File: src/rtl/if_fetch.sv
// ----------------------------------------------------------------------------
// if_fetch
//   Instruction-fetch front end. Issues one bus read at a time for the PC
//   presented by the PC register, and loads the returned word into the
//   IF/ID output register. A one-entry hold buffer keeps a word that arrives
//   while decode is stalled. if_stall_o tells flow control to freeze the PC
//   while a fetch is in flight.
//
// Ports
//   clk            system clock
//   rst_n          asynchronous active-low reset
//   flow_if_i      flow code: FLOW_WORK / FLOW_STOP / FLOW_REFRESH
//   curr_pc_i      current PC from the PC register
//   ibus_req_o     fetch request
//   ibus_addr_o    fetch address (0 when no request)
//   ibus_gnt_i     request accepted
//   ibus_rvalid_i  read data valid
//   ibus_rdata_i   read data
//   ibus_err_i     bus error, qualified by ibus_rvalid_i
//   inst_o         instruction to decode (NOP_INST when nothing valid)
//   inst_pc_o      PC of inst_o
//   inst_valid_o   inst_o is a real fetched instruction
//   if_stall_o     combinational: hold PC while a fetch is outstanding
//   fetch_err_o    one-cycle pulse on bus error or timeout
//
// State  | meaning
// -------+-----------------------------------------------------------
// IDLE   | no transaction; wait for WORK
// REQ    | request on the bus, waiting for grant
// RESP   | granted, waiting for read data
// HOLD   | data parked in the hold buffer while decode is stopped
// DROP   | flushed transaction still owed an rvalid; discard it
// ----------------------------------------------------------------------------
module if_fetch #(
    parameter int                      CPU_WIDTH    = 32,
    parameter logic [CPU_WIDTH-1:0]    NOP_INST     = 32'h00000013,
    parameter int                      TIMEOUT_CYC  = 255,
    parameter int                      FLOW_WIDTH   = 2,
    parameter logic [FLOW_WIDTH-1:0]   FLOW_WORK    = 2'd0,
    parameter logic [FLOW_WIDTH-1:0]   FLOW_STOP    = 2'd1,
    parameter logic [FLOW_WIDTH-1:0]   FLOW_REFRESH = 2'd2
) (
    input  logic                  clk,
    input  logic                  rst_n,
    input  logic [FLOW_WIDTH-1:0] flow_if_i,
    input  logic [CPU_WIDTH-1:0]  curr_pc_i,
    output logic                  ibus_req_o,
    output logic [CPU_WIDTH-1:0]  ibus_addr_o,
    input  logic                  ibus_gnt_i,
    input  logic                  ibus_rvalid_i,
    input  logic [CPU_WIDTH-1:0]  ibus_rdata_i,
    input  logic                  ibus_err_i,
    output logic [CPU_WIDTH-1:0]  inst_o,
    output logic [CPU_WIDTH-1:0]  inst_pc_o,
    output logic                  inst_valid_o,
    output logic                  if_stall_o,
    output logic                  fetch_err_o
);

    typedef enum logic [2:0] {
        S_IDLE = 3'd0,
        S_REQ  = 3'd1,
        S_RESP = 3'd2,
        S_HOLD = 3'd3,
        S_DROP = 3'd4
    } state_t;

    // Timer holds the number of cycles already spent in the current REQ/RESP
    // wait, so the timeout fires during the TIMEOUT_CYC-th cycle.
    localparam int            TW       = (TIMEOUT_CYC < 2) ? 1 : $clog2(TIMEOUT_CYC);
    localparam logic [TW-1:0] TMO_LAST = TW'((TIMEOUT_CYC == 0) ? 0 : TIMEOUT_CYC - 1);

    state_t               r_state;
    state_t               w_state_nxt;
    logic [TW-1:0]        r_timer;
    logic [CPU_WIDTH-1:0] r_issue_pc;
    logic [CPU_WIDTH-1:0] r_pend_inst;
    logic [CPU_WIDTH-1:0] r_pend_pc;

    logic w_work;
    logic w_refresh;
    logic w_busy;
    logic w_timeout;

    assign w_work    = (flow_if_i == FLOW_WORK);
    assign w_refresh = (flow_if_i == FLOW_REFRESH);
    assign w_busy    = (r_state == S_REQ) || (r_state == S_RESP);
    assign w_timeout = (TIMEOUT_CYC != 0) && w_busy && (r_timer == TMO_LAST);

    // ---------------- state register ----------------
    always_ff @(posedge clk or negedge rst_n) begin
        if (!rst_n) begin
            r_state <= S_IDLE;
        end else begin
            r_state <= w_state_nxt;
        end
    end

    // ---------------- next state ----------------
    always_comb begin
        w_state_nxt = r_state;
        case (r_state)
            S_IDLE: begin
                if (w_work) w_state_nxt = S_REQ;
            end
            S_REQ: begin
                // A grant taken in the same cycle as a refresh still owes an rvalid.
                if (w_refresh)       w_state_nxt = ibus_gnt_i ? S_DROP : S_IDLE;
                else if (w_timeout)  w_state_nxt = S_IDLE;
                else if (ibus_gnt_i) w_state_nxt = S_RESP;
            end
            S_RESP: begin
                if (w_refresh)          w_state_nxt = ibus_rvalid_i ? S_IDLE : S_DROP;
                else if (w_timeout)     w_state_nxt = S_DROP;
                else if (ibus_rvalid_i) begin
                    if (ibus_err_i)     w_state_nxt = S_IDLE;
                    else if (w_work)    w_state_nxt = S_REQ;
                    else                w_state_nxt = S_HOLD;
                end
            end
            S_HOLD: begin
                if (w_refresh)   w_state_nxt = S_IDLE;
                else if (w_work) w_state_nxt = S_REQ;
            end
            S_DROP: begin
                if (ibus_rvalid_i) w_state_nxt = S_IDLE;
            end
            default: w_state_nxt = S_IDLE;
        endcase
    end

    // ---------------- combinational outputs ----------------
    always_comb begin
        ibus_req_o  = 1'b0;
        ibus_addr_o = '0;
        if_stall_o  = 1'b0;
        case (r_state)
            S_REQ: begin
                ibus_req_o  = 1'b1;
                ibus_addr_o = curr_pc_i;
                if_stall_o  = 1'b1;
            end
            S_RESP:  if_stall_o = !ibus_rvalid_i;
            S_DROP:  if_stall_o = 1'b1;
            default: if_stall_o = 1'b0;
        endcase
    end

    // ---------------- wait timer ----------------
    always_ff @(posedge clk or negedge rst_n) begin
        if (!rst_n) begin
            r_timer <= '0;
        end else if (!w_busy || (w_state_nxt != r_state)) begin
            r_timer <= '0;
        end else begin
            r_timer <= r_timer + TW'(1);
        end
    end

    // ---------------- IF/ID register, hold buffer, error pulse ----------------
    always_ff @(posedge clk or negedge rst_n) begin
        if (!rst_n) begin
            inst_o       <= NOP_INST;
            inst_pc_o    <= '0;
            inst_valid_o <= 1'b0;
            fetch_err_o  <= 1'b0;
            r_issue_pc   <= '0;
            r_pend_inst  <= '0;
            r_pend_pc    <= '0;
        end else begin
            fetch_err_o <= 1'b0;
            if (w_refresh) begin
                inst_o       <= NOP_INST;
                inst_pc_o    <= '0;
                inst_valid_o <= 1'b0;
            end else if (w_timeout) begin
                fetch_err_o  <= 1'b1;
                inst_o       <= NOP_INST;
                inst_valid_o <= 1'b0;
            end else begin
                case (r_state)
                    S_REQ: begin
                        if (ibus_gnt_i) r_issue_pc <= curr_pc_i;
                    end
                    S_RESP: begin
                        if (ibus_rvalid_i) begin
                            if (ibus_err_i) begin
                                fetch_err_o  <= 1'b1;
                                inst_o       <= NOP_INST;
                                inst_pc_o    <= r_issue_pc;
                                inst_valid_o <= 1'b0;
                            end else if (w_work) begin
                                inst_o       <= ibus_rdata_i;
                                inst_pc_o    <= r_issue_pc;
                                inst_valid_o <= 1'b1;
                            end else begin
                                r_pend_inst  <= ibus_rdata_i;
                                r_pend_pc    <= r_issue_pc;
                            end
                        end
                    end
                    S_HOLD: begin
                        if (w_work) begin
                            inst_o       <= r_pend_inst;
                            inst_pc_o    <= r_pend_pc;
                            inst_valid_o <= 1'b1;
                        end
                    end
                    default: ;
                endcase
            end
        end
    end

endmodule

File: config.mk
export PLATFORM = sky130hd
export DESIGN_NAME = if_fetch
export DESIGN_NICKNAME = d
export VERILOG_FILES = /design/src/rtl/if_fetch.sv
export SDC_FILE = /design/constraint.sdc
export NUM_CORES = 1
export LEC_CHECK = 0
export ABC_AREA = 1
export CAP_MARGIN = 25
export CORE_UTILIZATION = 50
export CTS_BUF_LIST = sky130_fd_sc_hd__clkbuf_2 sky130_fd_sc_hd__clkbuf_4 sky130_fd_sc_hd__clkbuf_8
export CTS_CLUSTER_SIZE = 12
export DETAILED_ROUTE_END_ITERATION = 12
export PLACE_DENSITY_LB_ADDON = 0.3
export SYNTH_ARGS = -nofsm -noshare
export SYNTH_HDL_FRONTEND = slang
export SYNTH_SLANG_ARGS = --single-unit
File: constraint.sdc
create_clock -name clk -period 2.9 [get_ports clk]
set_clock_uncertainty 0.2 [all_clocks]
set_input_delay 0.435 -clock clk [delete_from_list [all_inputs] [get_ports clk]]
set_output_delay 0.435 -clock clk [all_outputs]
set_load 0.02 [all_outputs]
==> impl_metrics.yaml <==
timing:
  hold_violations: 0
  finalMaxSlewViolations: 0
  holdWs_ns: 0.200
  setup_viol: 0
  fin_setup_tns_ns: 0
  relSlewSlack_pct: 59.8
  fin_crit_ns: 2.83
  timing.fmax_mhz: 353
  finalCritPeriodShare_pct: 97.6
  tightest_slew_ns: 0.603
  rsz0062_at_grt: "no"
worst_setup_path:
  critPathCapture: "if_stall_o"
  crit_fanout: 6
  crit_start: "r_state[0]"
  rrSetupSlack_ns: 0.47
  critPathLaunchType: "flop"
  end_kind: "output port"
  worstRegToRegCells: 12
  worstSetupPathType: "reg -> out"
  rr_endpoint: "inst_o[18]"
  crit_arrival_ns: 2.19
  crit_required_ns: 2.27
  r2r-start: "r_timer[0]"
placed_design:
  dp.final_hpwl_um: 12700
  numPortBuffers: 170
  dp.cells: 1356
  place_congestion: 0.871
floorplanning:
  core_area_um2: 15400
  ios: 171
  die_y_um: 129
  dieWidth_um: 129
  rows: 45
  start_util_pct: 51.9
  dieArea_um2: 16500
clocking:
  clk_latency_ns: 0.46
  cts_buffers: 17
  clock-root-buffer: "clkbuf_8"
  clock_sinks: 173
  cts.clk_slew.worst_paths_ns: 0.08
  cts_tree: "yes"
  clockBufferDepth: 2
  htree_levels: 4
layout:
  final_cells: 1387
  nets: 1238
  syn2layout_area_growth_pct: 29.1
  drive_gt1_share_pct: 6.80
  antenna_cells: 0
yosys:
  yosysMostFrequentCell: "nand2_1"
  synth-simple-area-share_pct: 31.0
  synth_seq_cells: 173
  synth-edff-count: 0
  synth_top_area_share_pct: 53.1
  synth_cell_types: 29
  synth_fa_ha_area_share_pct: 0.313
  dominantRegCellSynth: "dfrtp_1"
  synthMuxAreaShare_pct: 0
  avgSynthCellArea_um2: 7.87
  synth_area_leaders: "dfrtp_1, nand2_1, nand3_1"
  syn-cell-area_um2: 8010
  syn_inst: 1017
  synth_fp_nets: 1090
  synth_largest_area_cell: "dfrtp_1"
  ys_async_sr_fraction_pct: 100
  synth_compound_area_share_pct: 7.58
  synth_top_family_by_area: "simple AND/OR/NAND/NOR gates"
  ys_seq_area_share_pct: 54.1
  yosysWarnings: 0
  yosys.area_share.xor_xnor_pct: 0.656
  yosys-top-cells-count: "nand2_1, dfrtp_1, nand3_1"
global_route:
  grt_antenna_before_repair: 0
  grt_pass1_vias: 6724
  gr-total-overflow: 0
  track_usage_pct: 25.6
  grt_pass1_wl_um: 33200
  grt_max_degree: 65
route:
  vias: 7185
  wl_per_cell_um: 14.3
  first_pass_iters: 5
  drt_iter0_markers: 601
  drt-total-wl_um: 19800
  drc: 0
  vias_per_cell: 5.18
  antenna_left: 0
run:
  maxCapViolations: 0
min_path:
  min_path_type: "in -> reg"
power_and_ir_drop:
  power_density_nw_per_um2: 886
  peakVddDrop_mv: 0.405
  p_leak_nw: 5.60
run_status:
  status: "finished, final reports clean"
==> what timing repair did <==
item	CTS	global route
resized for setup	8	29
setup buffers	0	0
hold endpoints to repair	60	0
hold buffers	1	0
endpoints found under the setup margin	32	27
==> critical path, stage by stage (launching register included) <==
cell             delay [ns]
dfrtp_2                0.43
inv_2                  0.09
nor2_1                 0.15
nand2_2                0.19
inv_1                  0.15
nor2_1                 0.06
nand2_1                0.08
clkdlybuf4s50_1        0.61
==> cell type report <==
| type | instances | area (um^2) |
|---|---|---|
| Fill cell | 1334 | 5090 |
| Sequential cell | 173 | 4340 |
| Multi-Input combinational cell | 724 | 3190 |
| Timing Repair Buffer | 192 | 1990 |
| Tap cell | 211 | 264 |
| Clock buffer | 19 | 255 |
| Inverter | 57 | 214 |
| Clock inverter | 11 | 95.1 |
==> report_power, final <==
group	switching [W]	total (W)	internal, W
clock network	0.000854	0.00155	0.000696
registers	0.000554	0.00387	0.00331
logic	0.00217	0.00374	0.00157
==> logic make-up (layout without fill, tap and decap cells) <==
family                   count (synthesis)  count (layout)
AO/OA/AOI/OAI                          119             119
XOR/XNOR                                 6               6
adder cells (fa/ha/maj)                  2               2
buffers and inverters                  120             279
flip-flops                             173             173
AND/OR/NAND/NOR                        597             597
==> stage by stage <==
step / utilization [%] / total power (W) / setup WS, ns / instance area [um^2]
after floorplan: - / 0.00599 / 0.955 / 8010
after global placement: 64.2 / 0.00758 / 0.310 / 9900
after detailed placement: 64.2 / 0.00768 / 0.219 / 9900
after CTS: 66.5 / 0.00923 / 0.00982 / 10300
after global routing: 67.0 / 0.00981 / 0.0129 / 10300
final: 67.0 / 0.00915 / 0.0706 / 10300
==> sequential cells by signal, summed over array words and instances, names as in the netlist <==
signal,count
inst_o,32
inst_pc_o,32
r_issue_pc,32
r_pend_inst,32
r_pend_pc,32
r_timer,8
r_state,3
fetch_err_o,1
inst_valid_o,1
==> layout by cell type (no fill, tap or decap), types with 2 or more instances in the layout <==
cell type / count
nor2_4: 4
nand2_1: 365
nor2_2: 5
clkinv_1: 2
o21ai_1: 2
ha_1: 2
xor2_1: 5
clkinvlp_4: 3
buf_4: 16
nand3b_1: 3
clkinv_2: 5
clkdlybuf4s50_1: 137
o211ai_1: 3
dfstp_2: 3
dlymetal6s2s_1: 26
inv_2: 7
a21oi_1: 34
dfrtp_1: 168
o21ai_0: 79
clkbuf_8: 18
dfrtp_2: 2
nand2_2: 4
nand3_1: 128
nor2_1: 75
nor3_1: 10
inv_1: 48
dlygate4sd2_1: 5
buf_12: 5
==> metal layers <==
metal	wire (um)	GRT usage, %	share of wire, %	vias up
met2	9270	40.3	47	276
met1	8910	35.2	45	3358
li1	-	-	-	3532
met5	0	0	0	-
met3	1350	5.03	6.8	19
met4	299	9.55	1.5	0
==> how the worst min path moves through the flow <==
stage,from,end,cells after the start
CTS,ibus_rvalid_i,inst_valid_o,4
finish,ibus_rvalid_i,inst_valid_o,4
global route,ibus_rvalid_i,inst_valid_o,4
floorplan,rst_n,fetch_err_o,0
detailed placement,r_pend_pc[22],r_pend_pc[22],2
global placement,r_pend_inst[16],r_pend_inst[16],2
No activity file was read; power rests on OpenSTA's default activity.
